--- src/rtl/rvvi_flow_ctrl.sv ---
// RVVI trace flow control: host-ack tracking, in-flight window
// and frame/gap pacing for the trace packetizer.
module rvvi_flow_ctrl #(
  parameter int          XLEN              = 64,
  parameter int          FRAME_COUNT_WIDTH = 16,
  parameter int          WINDOW            = 1024,
  parameter logic [31:0] INIT_DELAY        = 32'd16
) (
  input  logic                         clk,
  input  logic                         reset,
  input  logic                         AckValid,
  input  logic [XLEN-1:0]              AckMinstr,
  input  logic [31:0]                  AckDelay,
  input  logic [FRAME_COUNT_WIDTH-1:0] AckFrameCount,
  input  logic [XLEN-1:0]              LocalMinstr,
  input  logic                         FrameReq,
  input  logic                         FrameSent,
  output logic                         FrameGrant,
  output logic                         WindowStall,
  output logic [XLEN-1:0]              AckedMinstr,
  output logic [31:0]                  CurrDelay,
  output logic [15:0]                  DropCount
);

  typedef enum logic [1:0] {
    IDLE,
    SENDING,
    GAP
  } state_t;

  localparam logic [XLEN-1:0] WinLim = XLEN'(WINDOW);
  localparam logic [FRAME_COUNT_WIDTH-1:0] FcOne =
    FRAME_COUNT_WIDTH'(1);

  state_t                         state;
  state_t                         state_nxt;
  logic [31:0]                    gapcnt;
  logic [FRAME_COUNT_WIDTH-1:0]   expectedfc;
  logic                           firstackseen;
  logic [XLEN-1:0]                inflight;
  logic                           fcmiss;

  // Modular distance so the window keeps working across counter wrap.
  assign inflight    = LocalMinstr - AckedMinstr;
  assign WindowStall = (inflight >= WinLim);
  assign fcmiss      = firstackseen && (AckFrameCount != expectedfc);

  // Host acknowledgement bookkeeping; the acked count only moves forward.
  always_ff @(posedge clk) begin
    if (reset) begin
      AckedMinstr  <= '0;
      CurrDelay    <= INIT_DELAY;
      DropCount    <= '0;
      expectedfc   <= '0;
      firstackseen <= 1'b0;
    end else if (AckValid) begin
      if (AckMinstr > AckedMinstr)
        AckedMinstr <= AckMinstr;
      CurrDelay    <= AckDelay;
      firstackseen <= 1'b1;
      expectedfc   <= AckFrameCount + FcOne;
      if (fcmiss && (DropCount != 16'hFFFF))
        DropCount <= DropCount + 16'd1;
    end
  end

  // Gap counter is latched at frame end so later delay updates wait a gap.
  always_ff @(posedge clk) begin
    if (reset)
      gapcnt <= '0;
    else if ((state == SENDING) && FrameSent)
      gapcnt <= CurrDelay;
    else if (state == GAP)
      gapcnt <= gapcnt - 32'd1;
  end

  // Pacing state register.
  always_ff @(posedge clk) begin
    if (reset)
      state <= IDLE;
    else
      state <= state_nxt;
  end

  // Next-state and grant decode.
  always_comb begin
    state_nxt  = state;
    FrameGrant = 1'b0;
    unique case (state)
      IDLE: begin
        if (FrameReq && !WindowStall && !reset) begin
          FrameGrant = 1'b1;
          state_nxt  = SENDING;
        end
      end
      SENDING: begin
        if (FrameSent)
          state_nxt = (CurrDelay != 32'd0) ? GAP : IDLE;
      end
      GAP: begin
        if (gapcnt <= 32'd1)
          state_nxt = IDLE;
      end
      default: state_nxt = IDLE;
    endcase
  end

endmodule

--- config.mk ---
export PLATFORM = sky130hd
export DESIGN_NAME = rvvi_flow_ctrl
export DESIGN_NICKNAME = d
export VERILOG_FILES = /design/src/rtl/rvvi_flow_ctrl.sv
export SDC_FILE = /design/constraint.sdc
export NUM_CORES = 1
export LEC_CHECK = 0
export ABC_AREA = 1
export BUFFER_PORTS_ARGS = -buffer_cell sky130_fd_sc_hd__buf_2
export CORE_MARGIN = 2
export CORE_UTILIZATION = 45
export CTS_BUF_LIST = sky130_fd_sc_hd__clkbuf_4 sky130_fd_sc_hd__clkbuf_8
export DETAILED_ROUTE_END_ITERATION = 16
export PLACE_DENSITY = 0.7
export RECOVER_POWER = 100
export SETUP_SLACK_MARGIN = 0.1
export SYNTH_ARGS = -nofsm -noshare
export SYNTH_HDL_FRONTEND = slang
export SYNTH_SLANG_ARGS = --single-unit
--- constraint.sdc ---
create_clock -name clk -period 2.87 [get_ports clk]
set_clock_uncertainty 0.05 [all_clocks]
set_input_delay 0.4305 -clock clk [delete_from_list [all_inputs] [get_ports clk]]
set_output_delay 0.4305 -clock clk [all_outputs]
set_load 0.1 [all_outputs]
==> results.md, run 1 <==
- Synth top area cells: dfxtp_1 (23%), nand2_1 (18%), ha_1 (11%), inv_1 (11%), nor2_1 (6.8%)
- Most frequent CP cell: nand2_1
- Fin crit share: 137%
- RSZ-0062 raised after global routing: true
- Syn Std Cell Area: 14,400 um^2
- Crit path kind: reg2out
- CTS tree: built
- Die area: roughly 33,000 um^2
- Pin count of the biggest net entering global routing: 75
- Rel. slew slack: -52.1%
- Worst slew pin tran: 2.28 ns
- WL/cell: approximately 17 um
- Congestion Overflow GR: 0
- Pwr/cell area: 480 nW/um^2
- Count leader, synth: nand2_1
- Worst path arrival time: 3.45 ns
- Seq/Total Area, Yosys: between 20% and 30%
- DP HPWL: ~42 mm
- Area share of the largest cell type after synthesis: 22.7%
- Root Buffer: clkbuf_8
- Die H: 183 um
- Area of the multi-input gates: 12,200 um^2
- # IOs: 295
- Syn Inst Count: 2,435
- Worst Setup End Kind: output port
- Post-layout power: ~11 mW
- Initial antenna violation count: 1
- EDFF count, synth: 0
- Row cnt: 65
- Top_reg_cell synth: dfxtp_1
- Mean Syn Cell Area: 5.91 um^2
- Later-pin clock latency in the skew report: 0.52 ns
- CP Launch Type: flip-flop
- Vias in the first global route: 17,000
- # clock sinks: roughly 160
- Hold Violations, Final: 0
- Final WL: roughly 57 mm
- Final #Nets: 3,354
- Gr usage total: between 30% and 40%
- Clk slew on worst S/H paths: ~0.11 ns
- Synth unique cells: 50
- First-pass GRT wire length: between 80 and 90 mm
- Antenna Nets Post-Route: 0
- 1st-iter DRT viols: 1,218
- Yosys Warn Count: 0
- Worst path required time: roughly 2.4 ns
- Max Freq: approximately 250 MHz
- Clock Path Buffers: 2
- Failing checks: max-capacitance violations, max-slew violations, negative setup slack
- Post-synth ARST share: 0%
- Synth area leader: dfxtp_1
- Worst vdd ir: about 370 uV
- Final Max Tran Viols: 121
- TritonCTS Buffers: 17
- DRC: 0
- # fillers: 2,649
- Register area: 3500 um^2
- Share of layout cells above drive strength 1: 38.9%
- Die X: approximately 180 um
- Initial Util: 45.6%
- Worst path cell trace: inv_2, ha_4, nand2_1, nand2_1, inv_1, nand2_1, nand2_1, nand2_1, a21oi_1, nand2_2, xor2_1, nor2_1, nand3_1, nor2_4, nand3_2, nor2_2, nand4_1, clkinvlp_4, buf_12
- Setup Viol. Count Final: between 50 and 60
- Max Cap Viol: 2
- Area delta synth->final: 57.6%
- CP Max Fanout: 3
- Min cycle time layout: about 3.9 ns
- Synth Register Bits: 163
- Class of the worst hold path: in2reg
- Port Buffers: 294
- GPL Wtd Cong: 0.973
- Pre-antenna DRT Iters: 6
- Routed vias: 18,200
- Vias/cell: 5.27
- Synth cell count leaders: nand2_1 (700), inv_1 (424), nor2_1 (260), a21oi_1 (188), dfxtp_1 (163)
- H-tree depth: 4
- Outcome: finished with violations
- Slowest-stage cell, CP: dfxtp_4
- Final setup margin: -1.06 ns
- Cts hold-fix bufs: 0
- Critical Path Max Stage Delay: 0.36 ns
- Core area: 31,600 um^2
- Synthesized net count: 2,748
- Setup TNS: -4.48 ns
- Static Leak: 10.8 nW
[where the power goes]
part | switching (mW) | leakage (nW) | internal, mW
combinational | 4.01 | 9.22 | 2.44
clock | 1.05 | 0.207 | 0.808
sequential | 0.140 | 1.38 | 2.44
[stage by stage]
| stage | hold WS [ns] | cell area (um^2) | utilization (%) | std cells | setup WS [ns] |
|---|---|---|---|---|---|
| floorplan | 0.387 | 15600 | - | 2435 | -0.251 |
| global placement | 0.394 | 19600 | 62.0 | 3372 | -0.908 |
| detailed placement | 0.407 | 19600 | 62.0 | 3372 | -0.849 |
| CTS | 0.0570 | 21400 | 67.9 | 3437 | -0.966 |
| global route | 0.0633 | 22700 | 71.9 | 3457 | -1.20 |
| finish | 0.0683 | 22700 | 71.9 | 3457 | -1.06 |
[registers in the layout (all words and copies together), names as in the netlist]
signal	count
firstackseen	1
AckedMinstr	64
gapcnt	32
expectedfc	16
CurrDelay	32
state	2
DropCount	16
[critical path, delay by kind of cell, from the launching register on]
kind | cells | cell delay [ns]
adders and majority gates | 1 | 0.22
AOI/OAI and AO/OA | 1 | 0.21
buffers and inverters | 4 | 0.53
xor gates and xnor gates | 1 | 0.17
DFF | 1 | 0.36
and+or+nand+nor | 12 | 1.46
[repair_timing]
item / CTS / global route
cloned: 10 / 5
resized for setup: 294 / 326
pin swaps: 80 / 102
buffers inserted: 24 / 14
endpoints found under the setup margin: 67 / 68
[cell families (layout without fill, tap and decap cells)]
kind of cell	Yosys count	count (layout)	share of synthesized area [%]
AND/OR/NAND/NOR	1201	1201	34.8
buffers and inverters	482	1101	12.6
AO/OA/AOI/OAI	406	406	15.3
flip-flops	163	163	22.7
adder cells (fa/ha/maj)	132	132	11.5
XOR/XNOR	51	51	3.10
other	0	1	0
[path summary, 6_finish.rpt]
| kind | from | to | slack [ns] | cells past startpoint |
|---|---|---|---|---|
| worst min register to register | firstackseen | firstackseen | 0.42 | 2 |
| worst max register to register | AckedMinstr[26] | state[0] | -0.14 | 19 |
| worst min-delay path | AckDelay[4] | CurrDelay[4] | 0.07 | 3 |
| worst max-delay path | AckedMinstr[26] | FrameGrant | -1.06 | 19 |
[metal layers]
| layer | track usage [%] | vias to the layer above | wire [um] |
|---|---|---|---|
| met5 | 0 | - | 0 |
| met4 | 10.6 | 0 | 2200 |
| met3 | 4.07 | 147 | 3080 |
| met2 | 54.6 | 645 | 27400 |
| met1 | 40.9 | 8423 | 24800 |
| li1 | - | 9019 | - |
[cell usage in the layout (no fill, tap or decap), types with 74 or more instances in the layout]
master and count:
nand2_1 561, inv_1 350, buf_4 288, nor2_1 200
buf_2 180, a21oi_1 121, clkbuf_1 114, nand2_2 111
dfxtp_1 99, nand3_1 79, ha_4 74
[final cells by class]
type                    instances  share of cell area (%)
diodes                          1                  0.0110
clock buffers                  18                    1.06
clock inverters                14                   0.717
inverters                     434                    7.47
multi-input cells            1790                    53.6
flip-flops and latches        163                    15.4
well taps                     402                    2.22
repair buffers                635                    19.5
No activity file was read; power rests on OpenSTA's default activity.
==> inputs of run 2 (changes only) <==
--- a/config.mk
+++ b/config.mk
@@ -13,6 +13,7 @@
 export DETAILED_ROUTE_END_ITERATION = 16
 export PLACE_DENSITY = 0.7
 export RECOVER_POWER = 100
+export REMOVE_ABC_BUFFERS = 1
 export SETUP_SLACK_MARGIN = 0.1
 export SYNTH_ARGS = -nofsm -noshare
 export SYNTH_HDL_FRONTEND = slang
==> results.md, run 2 (synthesis results as in run 1) <==
- Core area: 31,600 um^2 (unchanged)
- Reg2reg setup slack: -0.10 ns (+0.04 ns)
- Port Buffers: 294 (unchanged)
- Die H: 183 um (unchanged)
- H-tree depth: 4 (unchanged)
- GPL Wtd Cong: 1.11 (+14%)
- 1st-iter DRT viols: 1,213 (-0.41%)
- Worst slew pin tran: 1.66 ns (-0.627 ns)
- Die area: 33,400 um^2 (unchanged)
- Die X: 183 um (unchanged)
- # clock sinks: 163 (unchanged)
- Hold Violations, Final: 0 (unchanged)
- # IOs: 295 (unchanged)
- Min cycle time layout: 3.86 ns (-0.0769 ns)
- Vias in the first global route: 16,300 (-4.2%)
- Outcome: finished with violations
- Fin crit share: 134% (-2.7 points)
- Setup TNS: -4.04 ns (+0.448 ns)
- DP HPWL: 41.6 mm (-0.43%)
- CP Max Fanout: 4 (+1)
- Later-pin clock latency in the skew report: 0.53 ns (about the same)
- Worst path arrival time: 3.38 ns (-0.07 ns)
- Crit path kind: reg2out
- Pin count of the biggest net entering global routing: 66 (-12%)
- Clock Path Buffers: 2 (unchanged)
- Setup crit start: AckedMinstr[17]
- Congestion Overflow GR: 0 (unchanged)
- Antenna Nets Post-Route: 0 (unchanged)
- Most frequent cells in the layout: nand2_1 (629), inv_1 (405), buf_4 (291)
- Reg-to-Reg Start: AckedMinstr[31]
- CP Launch Type: flip-flop
- CTS tree: built
- TritonCTS Buffers: 17 (unchanged)
- Share of layout cells above drive strength 1: 30.9% (-8.0 points)
- Initial antenna violation count: 3 (+2)
- Worst path required time: 2.39 ns (about the same)
- Rel. slew slack: -10.3% (+42 points)
- Clk slew on worst S/H paths: 0.11 ns (about the same)
- Final #Nets: 3,342 (-0.36%)
- Biggest regs: AckedMinstr (64), CurrDelay (32), gapcnt (32)
- Gr usage total: 30.2% (-1.4 points)
- Max Cap Viol: 2 (unchanged)
- Hold Path Origin: AckDelay[19]
- Class of the worst hold path: in2reg
- Critical R2R Capture: AckedMinstr[59]
- Cts hold-fix bufs: 0 (unchanged)
- Max Freq: 259 MHz (+2.0%)
- Setup Viol. Count Final: 47 (-15%)
- Worst-case reg-to-reg path depth: 16 (-3)
- Final Max Tran Viols: 93 (-23%)
- RSZ-0062 raised after global routing: true
- Row cnt: 65 (unchanged)
- Initial Util: 45.6% (unchanged)
- # fillers: 2,904 (+9.6%)
- Worst vdd ir: 389 uV (+5.8%)
- Failing checks: max-capacitance violations, max-slew violations, negative setup slack
- DRC: 0 (unchanged)
- Worst hold slack: 0.0777 ns (+0.00946 ns)
- Most flops, register: AckedMinstr
- Pwr/cell area: 485 nW/um^2 (+0.93%)
- Root Buffer: clkbuf_8
- WL/cell: 16.4 um (-1.2%)
- Final setup margin: -0.986 ns (+0.0769 ns)
- Area delta synth->final: 46.8%
- Most common cell after layout, fill and taps aside: nand2_1
- Routed vias: 18,000 (-1.2%)
- Pre-antenna DRT Iters: 6 (unchanged)
- Worst Setup End Kind: output port
- Vias/cell: 5.22 (-0.95%)
- Setup crit end: FrameGrant
- Static Leak: 10.4 nW (-3.7%)
- First-pass GRT wire length: 81.2 mm (-4.8%)
- Max reg flops: 64 (unchanged)
- Final WL: 56.6 mm (-1.5%)
- Post-layout power: 10.2 mW (-6.0%)
## run 2: power breakdown
group,internal (mW),total [mW],switching [mW]
combinational,2.17,5.97,3.80
clock,0.650,1.74,1.09
sequential,2.43,2.54,0.113
## run 2: timing repair
action | 4_1_cts | 5_1_grt
buffers inserted | 10 | 14
setup endpoints to repair | 67 | 69
cloned | 0 | 13
pin swaps | 24 | 74
gates resized for setup | 175 | 352
hold endpoints to repair | 0 | 0
## run 2: through the flow
stage	setup slack (ns)	instances	utilization [%]	area, um^2
floorplan	-1.05	2387	-	14200
global placement	-1.02	3376	58.4	18400
global route	-1.14	3446	67.0	21100
finish	-0.986	3447	67.0	21100
detailed placement	-0.980	3376	58.4	18400
CTS	-0.996	3417	62.6	19800
## run 2: worst max-delay path, cell delays in order, from the launching register on
cell,delay (ns)
dfxtp_2,0.33
inv_1,0.07
ha_4,0.28
buf_6,0.11
nand2_2,0.06
buf_4,0.14
nor2_4,0.14
nand2_2,0.11
nor2_2,0.10
nand2_2,0.10
nand3_4,0.13
nand2_2,0.06
nand2_2,0.07
nand3_2,0.07
nor2_2,0.10
nand2_1,0.07
nor2_1,0.09
nand2_1,0.10
nor3_4,0.25
nand4_1,0.15
inv_2,0.13
buf_12,0.18
## run 2: worst min-delay path by stage
stage	endpoint	slack, ns	cells after the start
final	CurrDelay[19]	0.08	3
after global routing	CurrDelay[14]	0.05	3
after CTS	CurrDelay[14]	0.04	3
after detailed placement	firstackseen	0.41	2
after global placement	firstackseen	0.40	2
after floorplan	firstackseen	0.38	2
## run 2: layer usage
layer / routed length [um] / up-vias / global-route usage [%] / share of wire [%]
li1: - / 8972 / - / -
met1: 23900 / 8265 / 38.6 / 42
met2: 26700 / 636 / 51.4 / 47
met3: 3380 / 136 / 4.45 / 6.0
met4: 2630 / 0 / 11.8 / 4.6
met5: 0 / - / 0 / 0
## run 2: final cells by class
type / instances / area [um^2] / share of cell area, %
clock inverters: 14 / 136 / 0.645
inverters: 434 / 1640 / 7.75
diodes: 3 / 7.51 / 0.0355
clock buffers: 18 / 241 / 1.14
flip-flops and latches: 163 / 3290 / 15.6
multi-input cells: 1790 / 11100 / 52.7
repair buffers: 623 / 4190 / 19.8
well taps: 402 / 503 / 2.38
==> inputs of run 3 (changes only) <==
--- a/config.mk
+++ b/config.mk
@@ -11,7 +11,7 @@
 export CORE_UTILIZATION = 45
 export CTS_BUF_LIST = sky130_fd_sc_hd__clkbuf_4 sky130_fd_sc_hd__clkbuf_8
 export DETAILED_ROUTE_END_ITERATION = 16
-export PLACE_DENSITY = 0.7
+export PLACE_DENSITY = 0.68
 export RECOVER_POWER = 100
 export REMOVE_ABC_BUFFERS = 1
 export SETUP_SLACK_MARGIN = 0.1
==> constraint.sdc (replaced) <==
create_clock -name clk -period 4.95 [get_ports clk]
set_clock_uncertainty 0.05 [all_clocks]
set_input_delay 0.7425 -clock clk [delete_from_list [all_inputs] [get_ports clk]]
set_output_delay 0.7425 -clock clk [all_outputs]
set_load 0.1 [all_outputs]
==> results.md, run 3 (synthesis results as in run 1) <==
- Setup WS pre-CTS: 0.272 ns (+1.25 ns)
- Final WL: 47.0 mm (-17%)
- CP Max Fanout: 4 (unchanged)
- Die X: 183 um (unchanged)
- GPL Wtd Cong: 0.982 (-11%)
- Setup Viol. Count Final: 0 (-100%)
- Worst path required time: 4.16 ns (+1.77 ns)
- Row cnt: 65 (unchanged)
- Core area: 31,600 um^2 (unchanged)
- Max reg flops: 64 (unchanged)
- Cts hold-fix bufs: 0 (unchanged)
- Comb power frac: 49.6% (-8.6 points)
- Setup TNS: 0 ns (+4.04 ns)
- Area delta synth->final: 14.7%
- Reg2reg setup slack: 0.71 ns (+0.81 ns)
- WL/cell: 15.0 um (-8.5%)
- Sequential group share of total power: 30.3% (+5.5 points)
- Post-DP Area: 16,300 um^2 (-12%)
- # IOs: 295 (unchanged)
- Min cycle time layout: 4.59 ns
- Most frequent CP cell: nand2_1
- Worst path cell trace: ha_1, fa_1, nand3b_1, nand2_1, nand3_1, nand3_1, nand2_1, nand3_1, nand2_1, nand2_1, nand2_1, nand2_1, nand2_1, clkinv_1, nand2_1, nor3_2, nand4_1, inv_1, buf_4
- Gr usage total: 27.7% (-2.5 points)
- Final #Nets: 3,024 (-9.5%)
- Later-pin clock latency in the skew report: 0.51 ns (-0.02 ns)
- CTS tree: built
- Max Freq: approximately 220 MHz
- Root Buffer: clkbuf_8
- Worst path arrival time: 3.79 ns (+0.41 ns)
- Class of the worst hold path: in2reg
- H-tree depth: 4 (unchanged)
- CP Launch Type: flip-flop
- DP HPWL: 38.6 mm (-7.2%)
- Post-Layout Cell Count: 3,130 (-9.2%)
- DP Cell Count: 3,094 (-8.4%)
- Fin crit share: 92.6%
- Final setup margin: 0.365 ns (+1.35 ns)
- Pwr/cell area: 293 nW/um^2 (-40%)
- Initial Util: 45.6% (unchanged)
- Outcome: finished with violations
- Failing checks: max-capacitance violations, max-slew violations
- Die area: 33,400 um^2 (unchanged)
- Post-layout power: 4.84 mW (-53%)
- Most common cell after layout, fill and taps aside: nand2_1
- Slowest-stage cell, CP: fa_1
- First-pass GRT wire length: 74.2 mm (-8.6%)
- Clock power frac: 20.2% (+3.3 points)
- Pre-antenna DRT Iters: 6 (unchanged)
- Pin count of the biggest net entering global routing: 78 (+18%)
- Congestion Overflow GR: 0 (unchanged)
- Most flops, register: AckedMinstr
- Antenna Nets Post-Route: 0 (unchanged)
- Worst Setup End Kind: output port
- 1st-iter DRT viols: 1,185 (-2.3%)
- Critical Path Max Stage Delay: 0.40 ns (+0.07 ns)
- Vias/cell: 5.11 (-2.1%)
- Worst vdd ir: 193 uV (-51%)
- Clk slew on worst S/H paths: 0.10 ns (about the same)
- Share of layout cells above drive strength 1: 9.47% (-21 points)
- # clock sinks: 163 (unchanged)
- RSZ-0062 raised after global routing: false
- Die H: 183 um (unchanged)
- Biggest regs: AckedMinstr (64), CurrDelay (32), gapcnt (32)
- Worst slew pin tran: 3.09 ns (+1.44 ns)
- Final Max Tran Viols: 193 (+110%)
- Int Pwr: 2.42 mW (-54%)
- Port Buffers: 294 (unchanged)
- Most frequent cells in the layout: nand2_1 (701), inv_1 (426), nor2_1 (259)
- Vias in the first global route: 14,800 (-9.3%)
- Initial antenna violation count: 4 (+1)
- TritonCTS Buffers: 17 (unchanged)
- Hold Violations, Final: 0 (unchanged)
- Clock Path Buffers: 2 (unchanged)
- Static Leak: 8.44 nW (-19%)
- Final instance area: 16,500 um^2 (-22%)
- Crit path kind: reg2out
- Post-CTS Setup Bufs: 0 (-10)
- DRC: 0 (unchanged)
- Net Switching: 2.42 mW (-52%)
- Max Cap Viol: 3 (+1)
- Net Sw Frac: 50.0% (+1.2 points)
- Routed vias: 16,000 (-11%)
- Rel. slew slack: -106% (-96 points)
## run 3: stage by stage
stage | util, % | hold slack (ns)
2_1_floorplan | - | 0.381
3_3_place_gp | 51.6 | 0.395
3_5_place_dp | 51.6 | 0.408
4_1_cts | 52.8 | 0.375
5_1_grt | 52.3 | 0.386
6_report | 52.3 | 0.404
## run 3: cell type report
cell class                      count  area, um^2
Fill cell                        3410       15000
Inverter                          434        1630
Clock buffer                       21         277
Antenna cell                        4        10.0
Multi-Input combinational cell   1790        9320
Sequential cell                   163        3260
Clock inverter                     11        98.8
Timing Repair Buffer              305        1420
Tap cell                          402         503
## run 3: critical path: cells and delay by family, from the launching register on
kind / cells / cell delay (ns)
adder cells (fa/ha/maj): 2 / 0.63
buffers and inverters: 3 / 0.43
flip-flops: 1 / 0.35
AND/OR/NAND/NOR: 14 / 1.87
## run 3: final timing paths
| check | from | endpoint | cells after the start |
|---|---|---|---|
| max | AckedMinstr[0] | FrameGrant | 19 |
| min reg2reg | firstackseen | firstackseen | 2 |
| min | AckDelay[20] | CurrDelay[20] | 3 |
| max reg2reg | AckedMinstr[31] | AckedMinstr[58] | 10 |
## run 3: layer usage
metal	routed length [um]	vias to the layer above	global-route usage, %
met3	2830	66	4.47
met4	1440	0	11.4
met5	0	-	0
li1	-	8312	-
met1	21300	7138	35.7
met2	21400	491	46.3
## run 3: power groups by stage
stage | logic (mW) | clock network (mW) | registers, mW
global placement | 2.38 | 0 | 1.49
finish | 2.40 | 0.977 | 1.47
CTS | 2.41 | 1.01 | 1.46
global route | 2.64 | 1.05 | 1.48
floorplan | 1.18 | 0 | 2.09
detailed placement | 2.40 | 0 | 1.49
## run 3: what timing repair did
action / 4_1_cts / 5_1_grt
gates resized for setup: 0 / 6
setup endpoints to repair: 0 / 1
hold endpoints to repair: 0 / 0
